<file path="src/rtl/spi_sync_fifo_pkg.sv">
// Constants and types shared by the SPI TX/RX FIFO instances.
package spi_sync_fifo_pkg;

    localparam int SPI_DATA_WIDTH = 8;
    localparam int SPI_FIFO_DEPTH = 16;

    typedef enum logic [1:0] {
        LVL_HOLD = 2'd0,
        LVL_INC  = 2'd1,
        LVL_DEC  = 2'd2
    } lvl_op_e;

endpackage

</file>
<file path="src/rtl/spi_fifo_ram.sv">
// FIFO storage: one synchronous write port, one asynchronous read port, no reset.
module spi_fifo_ram #(
    parameter int DATA_WIDTH = 8,
    parameter int DEPTH      = 16,
    parameter int ADDR_WIDTH = 4
) (
    input  logic                  clk,
    input  logic                  we,
    input  logic [ADDR_WIDTH-1:0] waddr,
    input  logic [DATA_WIDTH-1:0] wdata,
    input  logic [ADDR_WIDTH-1:0] raddr,
    output logic [DATA_WIDTH-1:0] rdata
);

    logic [DATA_WIDTH-1:0] mem [DEPTH];

    always_ff @(posedge clk) begin
        if (we) begin
            mem[waddr] <= wdata;
        end
    end

    assign rdata = mem[raddr];

endmodule

</file>
<file path="src/rtl/spi_sync_fifo.sv">
// Single-clock FIFO for the SPI datapath: pointers, occupancy, status/error flags
// and a selectable show-ahead or registered read stage.
module spi_sync_fifo
    import spi_sync_fifo_pkg::*;
#(
    parameter int DATA_WIDTH    = SPI_DATA_WIDTH,
    parameter int FIFO_DEPTH    = SPI_FIFO_DEPTH,
    parameter int AFULL_THRESH  = 12,
    parameter int AEMPTY_THRESH = 4,
    parameter int FWFT          = 1
) (
    input  logic                          clk,
    input  logic                          rst_n,
    input  logic                          write_en,
    input  logic [DATA_WIDTH-1:0]         write_data,
    input  logic                          read_en,
    output logic [DATA_WIDTH-1:0]         read_data,
    output logic                          read_valid,
    input  logic                          flush,
    input  logic                          clr_err,
    output logic                          empty,
    output logic                          full,
    output logic                          almost_empty,
    output logic                          almost_full,
    output logic [$clog2(FIFO_DEPTH):0]   level,
    output logic                          overflow,
    output logic                          underflow
);

    localparam int ADDR_WIDTH = $clog2(FIFO_DEPTH);
    localparam int LVL_W      = ADDR_WIDTH + 1;

    logic [ADDR_WIDTH-1:0] wr_ptr;
    logic [ADDR_WIDTH-1:0] rd_ptr;
    logic [LVL_W-1:0]      level_q;
    logic [DATA_WIDTH-1:0] ram_rdata;
    logic                  rd_acc;
    logic                  wr_acc;
    logic                  ovf_evt;
    logic                  udf_evt;
    lvl_op_e               lvl_op;

    assign level        = level_q;
    assign empty        = (level_q == '0);
    assign full         = (level_q == LVL_W'(FIFO_DEPTH));
    assign almost_empty = (level_q <= LVL_W'(AEMPTY_THRESH));
    assign almost_full  = (level_q >= LVL_W'(AFULL_THRESH));

    // Flush masks both requests so they neither move pointers nor raise errors.
    assign rd_acc  = read_en && !empty && !flush;
    assign wr_acc  = write_en && (!full || rd_acc) && !flush;
    assign ovf_evt = write_en && full && !rd_acc && !flush;
    assign udf_evt = read_en && empty && !flush;

    always_comb begin
        lvl_op = LVL_HOLD;
        if (wr_acc && !rd_acc) begin
            lvl_op = LVL_INC;
        end else if (rd_acc && !wr_acc) begin
            lvl_op = LVL_DEC;
        end
    end

    always_ff @(posedge clk or negedge rst_n) begin
        if (!rst_n) begin
            wr_ptr  <= '0;
            rd_ptr  <= '0;
            level_q <= '0;
        end else if (flush) begin
            wr_ptr  <= '0;
            rd_ptr  <= '0;
            level_q <= '0;
        end else begin
            if (wr_acc) begin
                wr_ptr <= wr_ptr + ADDR_WIDTH'(1);
            end
            if (rd_acc) begin
                rd_ptr <= rd_ptr + ADDR_WIDTH'(1);
            end
            case (lvl_op)
                LVL_INC: level_q <= level_q + LVL_W'(1);
                LVL_DEC: level_q <= level_q - LVL_W'(1);
                default: level_q <= level_q;
            endcase
        end
    end

    // A new error in the same cycle as clr_err wins, so no event is lost.
    always_ff @(posedge clk or negedge rst_n) begin
        if (!rst_n) begin
            overflow  <= 1'b0;
            underflow <= 1'b0;
        end else begin
            if (ovf_evt) begin
                overflow <= 1'b1;
            end else if (clr_err) begin
                overflow <= 1'b0;
            end
            if (udf_evt) begin
                underflow <= 1'b1;
            end else if (clr_err) begin
                underflow <= 1'b0;
            end
        end
    end

    spi_fifo_ram #(
        .DATA_WIDTH (DATA_WIDTH),
        .DEPTH      (FIFO_DEPTH),
        .ADDR_WIDTH (ADDR_WIDTH)
    ) u_ram (
        .clk   (clk),
        .we    (wr_acc),
        .waddr (wr_ptr),
        .wdata (write_data),
        .raddr (rd_ptr),
        .rdata (ram_rdata)
    );

    generate
        if (FWFT != 0) begin : g_show_ahead
            assign read_data  = ram_rdata;
            assign read_valid = !empty;
        end else begin : g_registered
            logic [DATA_WIDTH-1:0] rd_data_q;
            logic                  rd_valid_q;

            always_ff @(posedge clk or negedge rst_n) begin
                if (!rst_n) begin
                    rd_data_q  <= '0;
                    rd_valid_q <= 1'b0;
                end else begin
                    rd_valid_q <= rd_acc;
                    if (rd_acc) begin
                        rd_data_q <= ram_rdata;
                    end
                end
            end

            assign read_data  = rd_data_q;
            assign read_valid = rd_valid_q;
        end
    endgenerate

endmodule
</file>
<file path="config.mk">
export PLATFORM = sky130hd
export DESIGN_NAME = spi_sync_fifo
export DESIGN_NICKNAME = d
export VERILOG_FILES = /design/src/rtl/spi_sync_fifo_pkg.sv /design/src/rtl/spi_fifo_ram.sv /design/src/rtl/spi_sync_fifo.sv
export SDC_FILE = /design/constraint.sdc
export NUM_CORES = 1
export LEC_CHECK = 0
export ABC_AREA = 1
export CAP_MARGIN = 0
export CORE_MARGIN = 2
export CORE_UTILIZATION = 54
export CTS_BUF_LIST = sky130_fd_sc_hd__clkbuf_8 sky130_fd_sc_hd__clkbuf_16
export CTS_CLUSTER_SIZE = 20
export DETAILED_ROUTE_END_ITERATION = 8
export PLACE_DENSITY = 0.77
export REMOVE_ABC_BUFFERS = 1
export SETUP_SLACK_MARGIN = 0.2
export SLEW_MARGIN = 0
export SYNTH_ARGS = -nofsm -noshare
export SYNTH_HDL_FRONTEND = slang
export SYNTH_HIERARCHICAL = 1
export SYNTH_SLANG_ARGS = --single-unit
</file>
<file path="constraint.sdc">
create_clock -name clk -period 2 [get_ports clk]
set_input_delay 0.4 -clock clk [delete_from_list [all_inputs] [get_ports clk]]
set_output_delay 0.4 -clock clk [all_outputs]
set_load 0.01 [all_outputs]
</file>
=== Word level (Yosys, flattened, before mapping) ===
Memory sizes are Yosys's and may differ from the RTL's.
Index checks and enable logic that the tools add are counted.

* Add/sub/neg operators: 4
* Equality and inequality tests: 3
* Magnitude comparators: 2
* Muxes and demuxes: 13
* Reduce and logical (&&, ||, !) cells: 23

{| class="wikitable"
|+ Operator list
! kind !! number
|-
| two-way mux 4 bit || 4
|-
| logical AND 1 bit || 11
|-
| case mux 5 bit (2 select lines) || 1
|-
| adder 4 x 1 -> 4 bit (second input constant) || 2
|-
| nonzero test 2 bit || 4
|-
| adder 5 x 1 -> 5 bit (second input constant) || 1
|-
| equality test 5 bit (second input constant) || 1
|-
| greater-or-equal comparator 5 x 4 -> 1 bit (second input constant) || 1
|-
| less-or-equal comparator 5 x 3 -> 1 bit (second input constant) || 1
|-
| zero test 1 bit || 5
|-
| zero test 5 bit || 1
|-
| two-way mux 1 bit || 5
|-
| two-way mux 5 bit || 1
|-
| subtractor 5 x 1 -> 5 bit (second input constant) || 1
|-
| two-way mux 2 bit || 2
|-
| nonzero test 3 bit || 1
|-
| equality test 2 x 1 -> 1 bit (second input constant) || 1
|-
| equality test 2 bit (second input constant) || 1
|-
| logical OR 1 bit || 1
|}

* Bits in writable memories: 128
* Bits in registers: 15
* Memories kept: 1
* Bits of input ports: 14

{| class="wikitable"
|+ Memories
! memory !! depth !! width !! read ports !! clocked after memory_dff !! write ports !! line !! RTL
|-
| u_ram.mem || 16 || 8 || 1 || 0 || 1 || spi_fifo_ram.sv:15 || <nowiki>logic [DATA_WIDTH-1:0] mem [DEPTH];</nowiki>
|}

=== Logic depth before layout (Yosys ltp) ===
* Word-level depth: 14
* Depth in mapped cells: 13

=== Modules after synthesis ===
Netlist, hierarchy kept.

{| class="wikitable"
|+ By module, submodules not included
! module !! area each (µm²) !! instances !! cells an instance
|-
| spi_fifo_ram || 5606.6 || 1 || 543
|-
| spi_sync_fifo || 958.4 || 1 || 115
|}

=== Worst setup path after synthesis ===
OpenSTA, ideal clock, no wires.

* Path kind: register -> register
* Start point: register level_q[3] (netlist: level[3])
* End point: memory u_ram.mem[12][0] (enable)
* Cell stages (with the launch flop): 7
* Data required time: 1.630 ns
* Data arrival time: 1.616 ns
* Library setup time: 0.370 ns
* Slack: 0.014 ns
* Buffers on the path: 0
* Cells stage by stage: dfrtp_1 > nor2_2 > nand3_1 > o21ai_4 > nor2_1 > nand3_1 > nor2_1

* Longest elaborated chain between the ends: 9
* Elaborated cells between the ends (all ways): 11
* Those cells by class: eq/ne (1); mux (2); reduce/logical (8)

{| class="wikitable"
|+ Ends and longest elaborated chain
! item !! line !! RTL
|-
| start: declaration || spi_sync_fifo.sv:35 || <nowiki>logic [LVL_W-1:0] level_q;</nowiki>
|-
| start signal: assignment || spi_sync_fifo.sv:81 || <nowiki>LVL_INC: level_q <= level_q + LVL_W'(1);</nowiki>
|-
| start signal: assignment || spi_sync_fifo.sv:82 || <nowiki>LVL_DEC: level_q <= level_q - LVL_W'(1);</nowiki>
|-
| start signal: assignment || spi_sync_fifo.sv:83 || <nowiki>default: level_q <= level_q;</nowiki>
|-
| zero test 5 bit || spi_sync_fifo.sv:44 || <nowiki>assign empty = (level_q == '0);</nowiki>
|-
| zero test 1 bit || spi_sync_fifo.sv:50 || <nowiki>assign rd_acc = read_en && !empty && !flush;</nowiki>
|-
| logical AND 1 bit (2 in series) || spi_sync_fifo.sv:50 ||
|-
| logical OR 1 bit (*) || spi_sync_fifo.sv:51 || <nowiki>assign wr_acc = write_en && (!full || rd_acc) && !flush;</nowiki>
|-
| logical AND 1 bit (*) (2 in series) || spi_sync_fifo.sv:51 ||
|-
| net wr_acc || spi_sync_fifo.sv:38 || <nowiki>logic wr_acc;</nowiki>
|-
| two-way mux 1 bit (*) || spi_fifo_ram.sv:18 || <nowiki>if (we) begin</nowiki>
|-
| two-way mux 1 bit (not written as such) (*) || spi_fifo_ram.sv:19 || <nowiki>mem[waddr] <= wdata;</nowiki>
|-
| end: declaration || spi_fifo_ram.sv:15 ||
|}

Mark *: on every way through the listed nets, which the timed path passes. The rest lies on a longest branch.

=== Worst setup path in the final report ===
* Start point: register rd_ptr[0]
* End point: output port read_data[1]

* Longest elaborated chain between the ends: 1

{| class="wikitable"
|+ Ends and longest elaborated chain
! item !! line !! RTL
|-
| start: declaration || spi_sync_fifo.sv:34 || <nowiki>logic [ADDR_WIDTH-1:0] rd_ptr;</nowiki>
|-
| start signal: assignment || spi_sync_fifo.sv:78 || <nowiki>rd_ptr <= rd_ptr + ADDR_WIDTH'(1);</nowiki>
|-
| memory read (16 x 8 bit) || n/a ||
|-
| end: declaration || spi_sync_fifo.sv:17 || <nowiki>output logic [DATA_WIDTH-1:0] read_data,</nowiki>
|}

No other way between the ends.

==> run_results.csv <==
group,metric,value,unit
route,finalWirelength,18.0,mm
yosys,yosysSeqAreaShare,0.643,
placed_design,gp_congestion,0.997,
finish,fill_cells,702,
worst_setup_path,reg2reg_to,"level[4]$_DFFE_PN0P_",
pwr,power,7.45,mW
route,drt_iter0_drc,556,
route,wire_per_inst,19.1,um
grt,grt_max_degree,46,
grt,antenna_found_initial,0,
yosys,yosys_most_used_dff,"edfxtp_1",
floorplan,start_util,0.549,
clock_network,clock_sinks,143,
clock_network,clk_pin_slew,0.06,ns
pwr,peakVddDrop,0.566,mV
worst_setup_path,crit_path_max_fanout,5,
worst_setup_path,reg2reg_depth,13,
floorplan,core-area,0.0120,mm^2
clock_network,insertion_delay,0.42,ns
outcome,outcome,"finished with violations",
finish,drive_above_1_share,0.298,
timing,fin_setup_tns,-1.86,ns
flow_run,drv_cap,0,
timing,period_share,1.17,
yosys,syn-cell-area,0.00657,mm^2
finish,area_growth,35.9,%
route,first_pass_iters,7,
yosys,yosys-top-cells-area,"edfxtp_1 (59%), nand2_1 (11%), nand3_1 (8.8%)",
worst_setup_path,r2r_slack,-0.08,ns
finish,multiInputGateArea,0.00216,mm^2
finish,antenna_cells,0,
clock_network,cts_tree,"built",
timing,worst_slack,-0.346,ns
grt,first_global_vias,5110,
yosys,yosys.cell_types.count,28,
yosys,synth_cells,658,
route,vias,5233,
floorplan,die_area,0.0131,mm^2
grt,grt_pass1_wl,25.5,mm
timing,max_freq,426,MHz
floorplan,die_y,114,um
yosys,synth_seq_cells,143,
placed_design,portBuffers,33,
floorplan,ios,34,
worst_setup_path,worstSetupPathType,"flip-flop to primary output",
timing,setup_viol_count_final,9,
placed_design,dpl_worst_slack,-0.334,ns
timing,rsz0062_at_grt,"true",
finish,seq_area,0.00422,mm^2
yosys,async_reset_ff_frac,0.105,
worst_setup_path,r2r_start,"level[4]$_DFFE_PN0P_",
hold_path,hold_class,"primary input to asynchronous set/reset pin",
route,ant_nets,0,
clock_network,cts_hold_buf,0,
floorplan,die_width,114,um
timing,clock_skew,0.00846,ns
yosys,synth_top_area_frac,0.585,
yosys,synth_common_cells,"nand2_1 (197), edfxtp_1 (128), inv_1 (117)",
timing,period_minus_slack,2.35,ns
yosys,yosys_warnings,6,
timing,hold_ws,0.291,ns
worst_setup_path,required,1.60,ns
placed_design,dp_hpwl,9.67,mm
pwr,power_density,835,mW/mm^2
clock_network,cts_root_buf,"clkbuf_16",
worst_setup_path,cp.arrival,1.95,ns
finish,finalNetCount,802,
clock_network,clockBufferDepth,2,
clock_network,cts-htree-levels,4,
yosys,synth_most_common_cell,"nand2_1",
outcome,failed_checks,"setup timing",
floorplan,rows,40,
timing,drv_slew,0,
timing,tightestPinTransition,0.668,ns
grt,grt_usage,0.262,
pwr,p_leak,3.92,nW
yosys,synth_edf_count,128,
timing,hold_viol_final,0,
route,drc,0,
yosys,postSynthAreaPerCell,9.98,um^2
grt,overflow,0,
worst_setup_path,start_kind,"flip-flop",
clock_network,numCtsBuffers,17,
timing,relSlewSlack,0.553,
worst_setup_path,cp-end-kind,"primary output",
route,viasPerCell,5.56,
yosys,yosysTopAreaCell,"edfxtp_1",
## cells by family (layout without fill, tap and decap cells)
kind of cell,Yosys count,count (layout),synth area share
AND/OR/NAND/NOR,346,346,0.230
flip-flops,143,143,0.643
XOR/XNOR,4,4,0.00534
AO/OA/AOI/OAI,15,15,0.0156
buffers and inverters,144,281,0.0940
adder cells (fa/ha/maj),6,6,0.0126
## state kept, by name, indices dropped and copies added, names as in the netlist
register and flops:
rd_ptr 4, u_ram/mem 128, overflow 1, wr_ptr 4
level 5, underflow 1
## final cells by class
cell class	instances	area share
sequential	143	0.473
multi-input combinational	371	0.242
timing repair buffer	129	0.148
clock buffer	21	0.0564
inverter	120	0.0522
tap	147	0.0206
clock inverter	11	0.00715
## cell usage in the layout (no fill, tap or decap), drive strengths merged
cell type      instances
nand2                198
edfxtp               128
inv                  120
nand3                118
buf                  107
nor2                  26
clkbuf                23
dfrtp                 15
clkdlybuf4s50         14
o21ai                  8
clkinv                 8
ha                     5
a21oi                  5
nand3b                 3
clkinvlp               3
dlygate4sd2            3
clkdlybuf4s15          3
xnor2                  3
o31ai                  2
xor2                   1
nor3                   1
fa                     1
## per-stage QoR
stage	utilization	instance area [um^2]	std cells
CTS	0.696	8320	919
detailed placement	0.620	7410	872
global route	0.746	8920	942
global placement	0.620	7410	872
floorplan	-	6400	634
finish	0.746	8920	942
## where the power goes
part / total [mW] / leakage (nW) / internal, mW / switching (mW)
sequential: 3.39 / 1.35 / 3.34 / 0.0566
combinational: 1.09 / 2.28 / 0.454 / 0.640
clock: 2.96 / 0.283 / 1.78 / 1.18
## how the worst max path moves through the flow
stage | from | end | cells past startpoint
5_1_grt | rd_ptr[0]$_DFFE_PN0P_ | read_data[1] | 9
3_3_place_gp | read_en | level[4]$_DFFE_PN0P_ | 14
6_report | rd_ptr[0]$_DFFE_PN0P_ | read_data[1] | 9
4_1_cts | rd_ptr[0]$_DFFE_PN0P_ | read_data[1] | 9
3_5_place_dp | read_en | level[4]$_DFFE_PN0P_ | 14
2_1_floorplan | rd_ptr[0]$_DFFE_PN0P_ | read_data[0] | 6
## layer usage
layer / part of all wire / track usage / vias to the layer above
met3: 0.085 / 0.0603 / 57
li1: - / - / 2379
met1: 0.36 / 0.310 / 2466
met4: 0.038 / 0.104 / 0
met2: 0.52 / 0.462 / 331
met5: 0 / 0 / -
## critical path: stages, from the launching register on
cell	delay, ns
dfrtp_2	0.42
clkinv_4	0.12
buf_6	0.16
clkbuf_16	0.16
nand2_1	0.07
nand3_1	0.11
nand3_2	0.12
nand3_2	0.13
nand2_2	0.13
buf_6	0.11
## repair_timing
action,CTS,global route
setup endpoints to repair,148,144
pin swaps,29,34
gates resized for setup,120,102
cloned,1,2
buffers inserted,14,21
(Power assumes the default switching activity.)
